===== src/rtl/mac_row_driver.sv =====
// mac_row_driver
// Drives the west edge of a systolic MAC array: a kernel-load phase of col
// weight beats, a one-cycle gap, an execute phase of num_vec activation beats,
// then a drain phase that flushes the per-row skew pipeline before done.
// Optional feature macro: MAC_ROW_DRIVER_SKEW_EN
//   defined   -> row r is delayed r extra cycles behind row 0, DRAIN lasts row cycles
//   undefined -> every row sees the same beat one cycle after issue, DRAIN lasts 1 cycle
module mac_row_driver #(
    parameter int bw  = 4,
    parameter int row = 8,
    parameter int col = 8
) (
    input  logic                clk,
    input  logic                reset,
    input  logic                start,
    input  logic [7:0]          num_vec,
    input  logic [row*bw-1:0]   w_data,
    input  logic                w_valid,
    output logic                w_ready,
    input  logic [row*bw-1:0]   x_data,
    input  logic                x_valid,
    output logic                x_ready,
    output logic [row*bw-1:0]   in_w,
    output logic [2*row-1:0]    inst_w,
    output logic                busy,
    output logic                done
);

`ifdef MAC_ROW_DRIVER_SKEW_EN
    localparam int SKEW_EN = 1;
`else
    localparam int SKEW_EN = 0;
`endif

    localparam int          DRAIN_CYC  = (SKEW_EN != 0) ? row : 1;
    localparam logic [7:0]  COL_LAST   = 8'(col - 1);
    localparam logic [7:0]  DRAIN_LAST = 8'(DRAIN_CYC - 1);

    localparam logic [1:0]  INST_NOP   = 2'b00;
    localparam logic [1:0]  INST_LOAD  = 2'b01;
    localparam logic [1:0]  INST_EXEC  = 2'b10;

    typedef enum logic [2:0] {
        IDLE  = 3'd0,
        LOAD  = 3'd1,
        GAP   = 3'd2,
        EXEC  = 3'd3,
        DRAIN = 3'd4,
        DONE  = 3'd5
    } state_t;

    state_t              state_r, state_s;
    logic [7:0]          cnt_r, cnt_s;
    logic [7:0]          nv_r, nv_s;
    logic [row*bw-1:0]   beat_data_s;
    logic [1:0]          beat_inst_s;
    logic                w_ready_r, x_ready_r, busy_r, done_r;

    // State, beat counter, latched vector count and registered handshake/status outputs
    always_ff @(posedge clk) begin
        if (reset) begin
            state_r   <= IDLE;
            cnt_r     <= 8'd0;
            nv_r      <= 8'd0;
            w_ready_r <= 1'b0;
            x_ready_r <= 1'b0;
            busy_r    <= 1'b0;
            done_r    <= 1'b0;
        end else begin
            state_r   <= state_s;
            cnt_r     <= cnt_s;
            nv_r      <= nv_s;
            w_ready_r <= (state_s == LOAD);
            x_ready_r <= (state_s == EXEC);
            busy_r    <= (state_s != IDLE);
            done_r    <= (state_s == DONE);
        end
    end

    // Next-state logic and the beat presented to the first pipeline stage
    always_comb begin
        state_s     = state_r;
        cnt_s       = cnt_r;
        nv_s        = nv_r;
        beat_data_s = '0;
        beat_inst_s = INST_NOP;
        case (state_r)
            IDLE: begin
                if (start) begin
                    state_s = LOAD;
                    nv_s    = num_vec;
                    cnt_s   = 8'd0;
                end else begin
                    state_s = IDLE;
                end
            end
            LOAD: begin
                if (w_valid && w_ready_r) begin
                    beat_inst_s = INST_LOAD;
                    beat_data_s = w_data;
                    if (cnt_r == COL_LAST) begin
                        state_s = GAP;
                        cnt_s   = 8'd0;
                    end else begin
                        cnt_s   = cnt_r + 8'd1;
                    end
                end else begin
                    cnt_s = cnt_r;
                end
            end
            GAP: begin
                cnt_s = 8'd0;
                if (nv_r != 8'd0) begin
                    state_s = EXEC;
                end else begin
                    state_s = DRAIN;
                end
            end
            EXEC: begin
                if (x_valid && x_ready_r) begin
                    beat_inst_s = INST_EXEC;
                    beat_data_s = x_data;
                    if (cnt_r == (nv_r - 8'd1)) begin
                        state_s = DRAIN;
                        cnt_s   = 8'd0;
                    end else begin
                        cnt_s   = cnt_r + 8'd1;
                    end
                end else begin
                    cnt_s = cnt_r;
                end
            end
            DRAIN: begin
                if (cnt_r == DRAIN_LAST) begin
                    state_s = DONE;
                    cnt_s   = 8'd0;
                end else begin
                    cnt_s   = cnt_r + 8'd1;
                end
            end
            DONE: begin
                state_s = IDLE;
            end
            default: begin
                state_s = IDLE;
                cnt_s   = 8'd0;
            end
        endcase
    end

    // Per-row skew chain: row r holds depth+1 registers, the last drives the array
    for (genvar r = 0; r < row; r++) begin : g_row
        localparam int DEPTH = (SKEW_EN != 0) ? r : 0;

        logic [bw-1:0] stage_data_r [0:DEPTH];
        logic [1:0]    stage_inst_r [0:DEPTH];

        // Capture this row's slice of the issued beat and shift it toward the array
        always_ff @(posedge clk) begin
            if (reset) begin
                for (int k = 0; k <= DEPTH; k++) begin
                    stage_data_r[k] <= '0;
                    stage_inst_r[k] <= INST_NOP;
                end
            end else begin
                stage_data_r[0] <= beat_data_s[r*bw +: bw];
                stage_inst_r[0] <= beat_inst_s;
                for (int k = 1; k <= DEPTH; k++) begin
                    stage_data_r[k] <= stage_data_r[k-1];
                    stage_inst_r[k] <= stage_inst_r[k-1];
                end
            end
        end

        assign in_w[r*bw +: bw]  = stage_data_r[DEPTH];
        assign inst_w[2*r +: 2]  = stage_inst_r[DEPTH];
    end

    assign w_ready = w_ready_r;
    assign x_ready = x_ready_r;
    assign busy    = busy_r;
    assign done    = done_r;

endmodule

===== config.mk =====
export PLATFORM = sky130hd
export DESIGN_NAME = mac_row_driver
export DESIGN_NICKNAME = d
export VERILOG_FILES = /design/src/rtl/mac_row_driver.sv
export SDC_FILE = /design/constraint.sdc
export NUM_CORES = 1
export LEC_CHECK = 0
export BUFFER_PORTS_ARGS = -buffer_cell sky130_fd_sc_hd__buf_2
export CAP_MARGIN = 10
export CORE_UTILIZATION = 50
export CTS_CLUSTER_DIAMETER = 60
export CTS_CLUSTER_SIZE = 20
export DETAILED_ROUTE_END_ITERATION = 16
export HOLD_SLACK_MARGIN = 0.06
export PLACE_DENSITY = 0.85
export RECOVER_POWER = 100
export SLEW_MARGIN = 20
export SYNTH_ARGS = -nofsm -noshare
export SYNTH_HDL_FRONTEND = slang
export SYNTH_SLANG_ARGS = --single-unit
export TNS_END_PERCENT = 10

===== constraint.sdc =====
create_clock -name clk -period 7.15 [get_ports clk]
set_clock_uncertainty 0.05 [all_clocks]
set_input_delay 1.7875 -clock clk [delete_from_list [all_inputs] [get_ports clk]]
set_output_delay 1.7875 -clock clk [all_outputs]
set_load 0.01 [all_outputs]

======== After elaboration in Yosys (flattened, before gate mapping) ========
Memories as Yosys holds them, arrays and structs flattened.
Index checks and enable logic that the tools add are counted.
storage, ports and cells
  bits in registers ....................... 23
  memory bits (writable) .................. 48
  input port bits ......................... 77
  output and inout bits ................... 52
  logic and storage cells ................. 119
  memories ................................ 16
cells by class
  $add $sub $neg .......................... 2
  equal/unequal tests ..................... 13
  mux-type cells .......................... 56
  bitwise operators ....................... 1
  reduce and logical (&&, ||, !) cells .... 24
memory list
  memory                 words  width  rd ports  clocked after memory_dff  write ports  line  RTL
  g_row[0].stage_data_r  1      4      1         0                         1            155   logic [bw-1:0] stage_data_r [0:DEPTH];
  g_row[1].stage_data_r  1      4      1         0                         1            155
  g_row[2].stage_data_r  1      4      1         0                         1            155
  g_row[3].stage_data_r  1      4      1         0                         1            155
  g_row[4].stage_data_r  1      4      1         0                         1            155
  g_row[5].stage_data_r  1      4      1         0                         1            155
  +10 memories           n/a    n/a    n/a       n/a                       n/a          n/a
operators with widths
  operator                                             number
  two-way mux 32 bit                                   2
  one-hot mux 32 bit (2 select lines)                  1
  two-way mux 8 bit                                    6
  one-hot mux 8 bit (5 select lines)                   1
  two-way mux 4 bit                                    8
  OR reduction 4 bit                                   8
  two-way mux 1 bit                                    21
  two-way mux 2 bit                                    9
  two-way mux 3 bit                                    6
  OR reduction 2 bit                                   8
  one-hot mux 3 bit (5 select lines)                   1
  equality test 3 x 2 -> 1 bit, second input constant  3
  equality test 3 bit, second input constant           3
  adder 8 x 1 -> 8 bit, second input constant          1
  equality test 8 x 3 -> 1 bit, second input constant  1
  equality test 8 bit                                  1
  zero test 8 bit                                      1
  nonzero test 8 bit                                   1
  subtractor 8 x 1 -> 8 bit, second input constant     1
  equality test 3 x 1 -> 1 bit, second input constant  2
  != test 2 bit, second input constant                 3
  one-hot mux 2 bit (2 select lines)                   1
  AND reduction 4 bit                                  1
  zero test 3 bit                                      1
  other kinds (4)                                      5

======== Longest topological paths before layout ========
Gate-level depths: netlist of run 1.
  depth in word-level cells ............... 6
  mapped depth ............................ 10
  depth with buffers taken out ............ 9

======== Worst setup path before layout of run 1 ========
OpenSTA, ideal clock, no wires.
  path kind ............................... input to register
  from .................................... input port w_valid
  to ...................................... register cnt_r[3]
  library setup time ...................... 0.123 ns
  arrival time ............................ 2.730 ns
  required time ........................... 6.977 ns
  slack ................................... 4.248 ns
  stages on the path ...................... 7
  path buffers ............................ 0
  cell sequence ........................... nand2_1 o21ai_0 a21boi_0 nor2_1 a21boi_2 a21oi_1 o22ai_1
on the way
  cells in the longest elaborated chain, start to end .. 3
RTL lines
  what                           line  RTL
  start: declaration             18    input logic w_valid,
  logical AND 1 bit              98    if (w_valid && w_ready_r) begin
  != test 2 bit (no line)        n/a
  AND reduction 4 bit (no line)  n/a
  end signal: assignment         71    cnt_r <= cnt_s;
  end: declaration               53    logic [7:0] cnt_r, cnt_s;
No other way between the ends.
A chain may end at the register's enable or synchronous reset.

======== Worst setup path in the final report of run 1 ========
  from .................................... input port reset
  to ...................................... memory g_row[2].stage_data_r[0][2]
on the way
  cells in the longest elaborated chain, start to end .. 3
  elaborated cells between the ends (all ways) .. 6
  classes of those cells .................. mux (5); reduce/logical (1)
RTL lines
  what                                                                      line      RTL
  start: declaration                                                        14        input logic reset,
  two-way mux 1 bit, on equally long branches                               166, 160
  OR reduction 4 bit (no line) / two-way mux 1 bit (equally long branches)  n/a
  two-way mux 4 bit (no line) / two-way mux 1 bit (equally long branches)   n/a
  end: declaration                                                          155
Several ways; a longest one is shown, not always the timed one.

==> results of run 1 <==
critical path, stage by stage:
cell	delay, ns
clkbuf_1	0.54
nand2b_1	1.00
nor2_1	0.14
per-layer routing:
metal / wire [um] / vias up
li1: - / 1355
met1: 2910 / 1281
met2: 3380 / 121
met3: 504 / 10
met4: 75 / 0
met5: 0 / -
power by group:
part           leakage [uW]  switching [uW]  total [uW]  internal, uW
clock             0.0000847             135         270           135
sequential         0.000462            7.00         330           323
combinational      0.000807            42.3        78.9          36.7
state kept, by name (all words and copies together), names as in the netlist, 2 cells and up:
| name | count |
|---|---|
| g_row.stage_inst_r | 2 |
| state_r | 3 |
| nv_r | 8 |
| cnt_r | 8 |
| g_row.stage_data_r | 32 |
worst paths after layout:
check	startpoint	to	slack, ns
max	reset	g_row[2].stage_data_r[0][2]	3.78
max reg2reg	nv_r[0]	busy	4.21
min	nv_r[7]	nv_r[7]	0.45
min reg2reg	nv_r[7]	nv_r[7]	0.45
stage by stage:
| stage | setup slack [ns] | power (uW) | instance area (sq um) |
|---|---|---|---|
| final | 3.78 | 679 | 3410 |
| after global routing | 3.64 | 706 | 3410 |
| after CTS | 4.11 | 684 | 3500 |
| after detailed placement | 3.74 | 417 | 3320 |
| after global placement | 3.78 | 415 | 3320 |
| after floorplan | 4.25 | 387 | 2790 |
layout by cell type, fill, tap and decap left out, drive strengths merged, types with 3 or more instances in the layout:
cell type and instances:
buf 73, clkbuf 67, dfxtp 57, nor2 52, a22oi 33, nand2 29
a21oi 16, nand3 12, inv 11, o21ai 9, nor3 8, xor2 7
nand2b 6, a31oi 4, ha 4, nor2b 3, and3 3, a21boi 3
clkinvlp 3, nor4b 3
cells by family after synthesis:
group           count (synthesis)  share of synthesized area, %
buf+inv                        41                          9.33
compound gates                 86                          22.0
simple gates                  127                          22.7
mux                             1                         0.404
xor+xnor                        9                          2.83
fa+ha+maj                       4                          1.79
flops                          57                          40.9
layout make-up:
cell class | count | area (sq um) | area share (%)
multi-input combinational | 227 | 1380 | 40.6
clock inverter | 6 | 41.3 | 1.21
inverter | 10 | 37.5 | 1.10
tap | 70 | 87.6 | 2.57
clock buffer | 10 | 138 | 4.04
sequential | 57 | 1140 | 33.5
timing repair buffer | 130 | 582 | 17.1
==> impl_metrics.json, run 1 <==
{
  "vdd_drop_max_mv": 0.164,
  "use_met1_pct": 29.5,
  "yosys.area.top_type": "dfxtp_1",
  "io_pins": 129,
  "instances_no_fill": 510,
  "drt-wirelength-per-cell_um": 13.5,
  "synth-async-reset-ratio_pct": 0,
  "synth_top_area_share_pct": 40.9,
  "grt_pass1_vias": 2513,
  "max_slew.worst_pin.slew_ns": 1.20,
  "rsz0062_at_grt": "false",
  "grt_pass1_wl_um": 11100,
  "syn_to_final_growth_pct": 22.2,
  "dr_total_vias": 2767,
  "drv_slew": 0,
  "ys.warnings.count": 0,
  "worstSetupPathType": "in -> reg",
  "yosysMostFrequentCell": "dfxtp_1",
  "power-per-cell-area_nw_per_um2": 199,
  "hp-class": "reg -> reg",
  "die_h_um": 76.7,
  "slew_headroom_pct": 20.0,
  "rows": 26,
  "grt_start_max_net_pins": 33,
  "portBuffers": 128,
  "cp_max_fo": 32,
  "critPathArrivalTime_ns": 3.48,
  "worstPathRequired_ns": 7.26,
  "drc_errors": 0,
  "dpl.hpwl_um": 5090,
  "clock-sinks": 57,
  "cts-resized-gates": 0,
  "drt_iter0_drc": 183,
  "min_period_ns": 3.37,
  "cts_setup_buffers": 0,
  "drtPass1Iterations": 5,
  "die-area_sq_um": 5880,
  "place_congestion": 0.871,
  "min_path_cells": 2,
  "syn_area_sq_um": 2790,
  "hold_viol": 0,
  "place_inst": 494,
  "antenna_found_initial": 0,
  "fill_cells": 484,
  "setup_viol": 0,
  "drive_gt1_share_pct": 23.2,
  "ys.flop_type": "dfxtp_1",
  "start_util_pct": 53.3,
  "synth_common_cells": "dfxtp_1, nor2_1, a22oi_1",
  "grt-ovfl-total": 0,
  "use_met3_pct": 5.83,
  "n_antenna_cell": 0,
  "end_kind": "flip-flop",
  "clock_latency_ns": 0.32,
  "crit_path_start_kind": "input port",
  "ys_seq_area_share_pct": 40.9,
  "synth_edf_count": 0,
  "ys_ff_latch": 57,
  "ys_top_cells_by_area": "dfxtp_1, a22oi_1, nor2_1",
  "finish.utilization_pct": 65.1,
  "use_met2_pct": 37.9,
  "setup_tns_ns": 0,
  "hold_ws_ns": 0.445,
  "cts_max_path_buffers": 2,
  "syn_inst": 325,
  "synthesis.nets": 406,
  "yosysUniqueCellTypes": 53,
  "r2r_cells": 8,
  "vias_per_cell": 5.43,
  "status": "completed",
  "root_buffer": "clkbuf_8",
  "fp.dieW_um": 76.7,
  "final_antenna_net_count": 0,
  "p_leak_uw": 0.00135,
  "fin_crit_sh_pct": 47.1,
  "path_clk_slew_ns": 0.07,
  "core_sq_um": 5240,
  "routed_wl_um": 6870,
  "syn_area_per_cell_sq_um": 8.59,
  "fmax_ghz": 0.297,
  "maxCapViolations": 0,
  "numCtsBuffers": 9,
  "grt-busiest-layer": "met2",
  "cts_tree": "yes",
  "cts_hold_buf": 0,
  "num-nets-final": 516,
  "htreeDepth": 3,
  "track_usage_pct": 23.3
}
Power figures use the tool's default switching activity.
==> inputs of run 2 (changes only) <==
CORE_UTILIZATION = 47   (was 50)
PLACE_DENSITY = 0.8   (was 0.85)
clock period = 3.3 ns   (was 7.15 ns; I/O delays follow)
==> run 2 against run 1 <==
Effect of this change: die area increased by 6.2%; final area increased by 1.5%; non-clock buffer count increased by 2; count of clock-buffer cells in the layout increased by 1; worst hold slack got worse by 0.0030 ns; utilization decreased by 3.4 points; sequential power increased by 120%; critical path type is now reg -> reg.
==> impl_metrics.json, run 2 (same netlist as run 1, synthesis figures left out) <==
{
  "fin_crit_sh_pct": 81.7,
  "top_register": "g_row.stage_data_r",
  "use_met1_pct": 28.8,
  "fp.dieW_um": 79.1,
  "setup_slack_ns": 0.605,
  "hp-class": "reg -> reg",
  "syn_to_final_growth_pct": 24.0,
  "grt-busiest-layer": "met2",
  "status": "completed",
  "numCtsBuffers": 9,
  "multiInputGateArea_sq_um": 1380,
  "dpl-instance-area_sq_um": 3340,
  "track_usage_pct": 23.5,
  "design_area_sq_um": 3460,
  "slew_headroom_pct": 9.58,
  "setup_tns_ns": 0,
  "die-area_sq_um": 6250,
  "drt_iter0_drc": 134,
  "hold_ws_ns": 0.442,
  "max_slew.worst_pin.slew_ns": 1.36,
  "finish.utilization_pct": 61.7,
  "cp_max_fo": 10,
  "antenna_found_initial": 0,
  "largest_reg_flops": 32,
  "reg_top3": "g_row.stage_data_r: 32 flops, cnt_r: 8 flops, nv_r: 8 flops",
  "drc_errors": 0,
  "die_h_um": 79.1,
  "cts_hold_buf": 0,
  "cts_tree": "yes",
  "grt_pass1_vias": 2484,
  "place_congestion": 0.881,
  "use_met2_pct": 39.5,
  "clock_latency_ns": 0.33,
  "post-place-ws_ns": 0.802,
  "root_buffer": "clkbuf_8",
  "fmax_ghz": 0.371,
  "p_leak_uw": 0.00140,
  "maxCapViolations": 0,
  "start_util_pct": 49.8,
  "routed_wl_um": 7230,
  "rsz0062_at_grt": "false",
  "mostFrequentLayoutCells": "buf_2, dfxtp_1, clkbuf_1",
  "portBuffers": 128,
  "crit_path_start_kind": "flip-flop",
  "seq_area_sq_um": 1140,
  "clock-sinks": 57,
  "hold_viol": 0,
  "cts_setup_buffers": 0,
  "end_kind": "flip-flop",
  "rows": 27,
  "use_met3_pct": 6.21,
  "fill_cells": 562,
  "final_antenna_net_count": 0,
  "cts-resized-gates": 0,
  "io_pins": 129,
  "drv_slew": 0,
  "cts_max_path_buffers": 2,
  "setup_viol": 0,
  "n_antenna_cell": 0,
  "htreeDepth": 3,
  "vdd_drop_max_mv": 0.293,
  "drive_gt1_share_pct": 23.5,
  "dr_total_vias": 2755,
  "final_common_cell": "buf_2",
  "critPathArrivalTime_ns": 2.86,
  "worstSetupPathType": "reg -> reg",
  "num-nets-final": 518,
  "worstPathRequired_ns": 3.46,
  "power-per-cell-area_nw_per_um2": 460,
  "grt-ovfl-total": 0,
  "vias_per_cell": 5.36,
  "min_period_ns": 2.69,
  "drtPass1Iterations": 4,
  "path_clk_slew_ns": 0.07,
  "drt-wirelength-per-cell_um": 14.1,
  "grt_start_max_net_pins": 33,
  "core_sq_um": 5610,
  "grt_pass1_wl_um": 11300,
  "dpl.hpwl_um": 5410
}
==> run 2: changes by cell type in the layout (fill, tap and decap cells not counted), sizes merged <==
cell | previous run | this run
buf | 73 | 79
bufinv | 0 | 2
clkbuf | 67 | 64
clkinv | 2 | 1
clkinvlp | 3 | 2
inv | 11 | 10
==> run 2: power breakdown <==
| group | leakage [uW] | internal (uW) | switching, uW | total (uW) |
|---|---|---|---|---|
| logic | 0.000841 | 80.4 | 92.4 | 173 |
| clock network | 0.0000995 | 424 | 279 | 703 |
| registers | 0.000462 | 700 | 16.5 | 717 |
==> run 2: area by class of cell <==
class,count,area share [%]
inverter,10,1.08
timing repair buffer,132,17.4
tap,72,2.60
multi-input combinational,227,39.8
clock buffer,11,3.80
sequential,57,33.0
clock inverter,5,2.31
==> run 2: path summary, 6_finish.rpt <==
check / slack (ns) / to / cells after the start / startpoint
worst max-delay path: 0.61 / cnt_r[4] / 9 / nv_r[0]
worst min-delay path: 0.44 / nv_r[7] / 2 / nv_r[7]
worst max register to register: 0.61 / cnt_r[4] / 9 / nv_r[0]
worst min register to register: 0.44 / nv_r[7] / 2 / nv_r[7]
==> run 2: worst max-delay path: stages, from the launching register on <==
cell	delay, ns
dfxtp_1	0.43
inv_1	0.10
ha_1	0.33
o21bai_1	0.21
a211o_2	0.33
o211a_1	0.13
a311oi_1	0.38
a21boi_0	0.32
a21oi_1	0.22
o22ai_1	0.09
==> run 2: per-stage QoR <==
| stage | power (uW) | std cells |
|---|---|---|
| after floorplan | 838 | 325 |
| after global placement | 902 | 498 |
| after detailed placement | 907 | 498 |
| after CTS | 1610 | 514 |
| after global routing | 1660 | 514 |
| final | 1590 | 514 |
==> run 2: routing by layer <==
| metal | wire (um) | vias to the layer above |
|---|---|---|
| li1 | - | 1363 |
| met1 | 3000 | 1267 |
| met2 | 3620 | 117 |
| met3 | 533 | 8 |
| met4 | 71 | 0 |
| met5 | 0 | - |
==> inputs of run 3 (changes only) <==
CORE_UTILIZATION = 42   (was 47)
PLACE_DENSITY = 0.76   (was 0.8)
clock period = 2.33 ns   (was 3.3 ns; I/O delays follow)
==> run 3 against run 2 <==
Effect of this change: highest routed layer unchanged; final area is 2.4% higher; combinational power is 54% higher; global-route usage down 2.7 points; largest cell class unchanged; critical path depth is 2 lower; cell count is 3.1% higher; via count increased by 1.1%; sequential share of layout area down 0.78 points; power rose by 33%; register-to-register slack got worse by 0.57 ns; maximum frequency grew 18%; wire length is 1.6% lower; worst hold slack worse by 0.014 ns.
==> impl_metrics.json, run 3 (same netlist as run 1, synthesis figures left out) <==
{
  "die_h_um": 83.5,
  "end_kind": "flip-flop",
  "cts_hold_buf": 0,
  "largest_reg_flops": 32,
  "fill_cells": 622,
  "power-per-cell-area_nw_per_um2": 596,
  "grt_pass1_vias": 2593,
  "crit_path_start_kind": "flip-flop",
  "cts_tree": "yes",
  "fp.dieW_um": 83.5,
  "drt-wirelength-per-cell_um": 13.4,
  "start_util_pct": 43.7,
  "worstSetupPathType": "reg -> reg",
  "dpl.hpwl_um": 5390,
  "seq_area_sq_um": 1140,
  "top_register": "g_row.stage_data_r",
  "core_sq_um": 6390,
  "drt_iter0_drc": 223,
  "vias_per_cell": 5.25,
  "final_common_cell": "buf_2",
  "final_antenna_net_count": 0,
  "hp-class": "in -> reg",
  "die-area_sq_um": 6970,
  "grt_pass1_wl_um": 11600,
  "grt-ovfl-total": 0,
  "fin_crit_sh_pct": 98.3,
  "place_inst": 514,
  "path_clk_slew_ns": 0.08,
  "hold_viol": 0,
  "slew_headroom_pct": 59.8,
  "instances_no_fill": 530,
  "cts_max_path_buffers": 2,
  "htreeDepth": 3,
  "track_usage_pct": 20.8,
  "rsz0062_at_grt": "true",
  "cts-resized-gates": 0,
  "setup_viol": 0,
  "min_period_ns": 2.29,
  "reg_top3": "g_row.stage_data_r: 32 flops, cnt_r: 8 flops, nv_r: 8 flops",
  "drive_gt1_share_pct": 26.5,
  "drc_errors": 0,
  "fmax_ghz": 0.437,
  "dr_total_vias": 2784,
  "cp_max_fo": 6,
  "n_antenna_cell": 0,
  "critPathArrivalTime_ns": 2.46,
  "clock-sinks": 57,
  "cts_setup_buffers": 0,
  "root_buffer": "clkbuf_8",
  "design_area_sq_um": 3540,
  "clock_latency_ns": 0.34,
  "num-nets-final": 529,
  "max_slew.worst_pin.slew_ns": 0.603,
  "finish.utilization_pct": 55.5,
  "mostFrequentLayoutCells": "buf_2, dfxtp_1, clkbuf_1",
  "p_leak_uw": 0.00145,
  "grt_start_max_net_pins": 33,
  "place_congestion": 0.932,
  "hold_ws_ns": 0.428,
  "dpl-instance-area_sq_um": 3420,
  "drv_slew": 0,
  "status": "completed",
  "drtPass1Iterations": 4,
  "multiInputGateArea_sq_um": 1410,
  "antenna_found_initial": 0,
  "numCtsBuffers": 9,
  "portBuffers": 128,
  "syn_to_final_growth_pct": 27.0,
  "io_pins": 129,
  "worstPathRequired_ns": 2.50,
  "maxCapViolations": 0,
  "rows": 29,
  "vdd_drop_max_mv": 0.536,
  "routed_wl_um": 7110
}
[run 3: path summary, 6_finish.rpt]
path                                start                           to  slack (ns)  cells after the start
worst max register to register   cnt_r[4]                     cnt_r[3]        0.04                      7
worst min-delay path            w_data[8]  g_row[2].stage_data_r[0][0]        0.43                      3
worst max-delay path             cnt_r[4]                     cnt_r[3]        0.04                      7
worst min register to register    nv_r[5]                      nv_r[5]        0.47                      2
[run 3: layout make-up]
type,instances,area share (%)
clock buffers,10,3.88
repair buffers,143,19.1
well taps,77,2.72
flip-flops and latches,57,32.2
clock inverters,6,1.20
inverters,10,1.06
multi-input cells,227,39.8
[run 3: through the flow]
stage          setup slack [ns]  setup TNS, ns  total power (uW)
2_1_floorplan            0.0194              0              1190
3_3_place_gp              0.160              0              1290
3_5_place_dp              0.106              0              1300
4_1_cts                  0.0621              0              2130
5_1_grt                 -0.0638         -0.192              2200
6_report                 0.0391              0              2110
[run 3: routing by layer]
| layer | track usage [%] | up-vias | part of all wire, % |
|---|---|---|---|
| met5 | 0 | - | 0 |
| met4 | 10.3 | 0 | 2.6 |
| met3 | 5.44 | 15 | 7.5 |
| met2 | 34.6 | 121 | 49 |
| met1 | 24.9 | 1268 | 41 |
| li1 | - | 1380 | - |
[run 3: critical path: stages, from the launching register on]
cell      delay [ns]
dfxtp_1         0.34
or4_4           0.58
nor4b_4         0.35
o21ai_1         0.13
a311oi_2        0.30
a21boi_2        0.16
a21oi_1         0.17
o22ai_1         0.08
[run 3: report_power, final]
part | internal (uW) | switching, uW
sequential | 991 | 17.1
clock | 415 | 424
combinational | 124 | 142
total | 1530 | 583
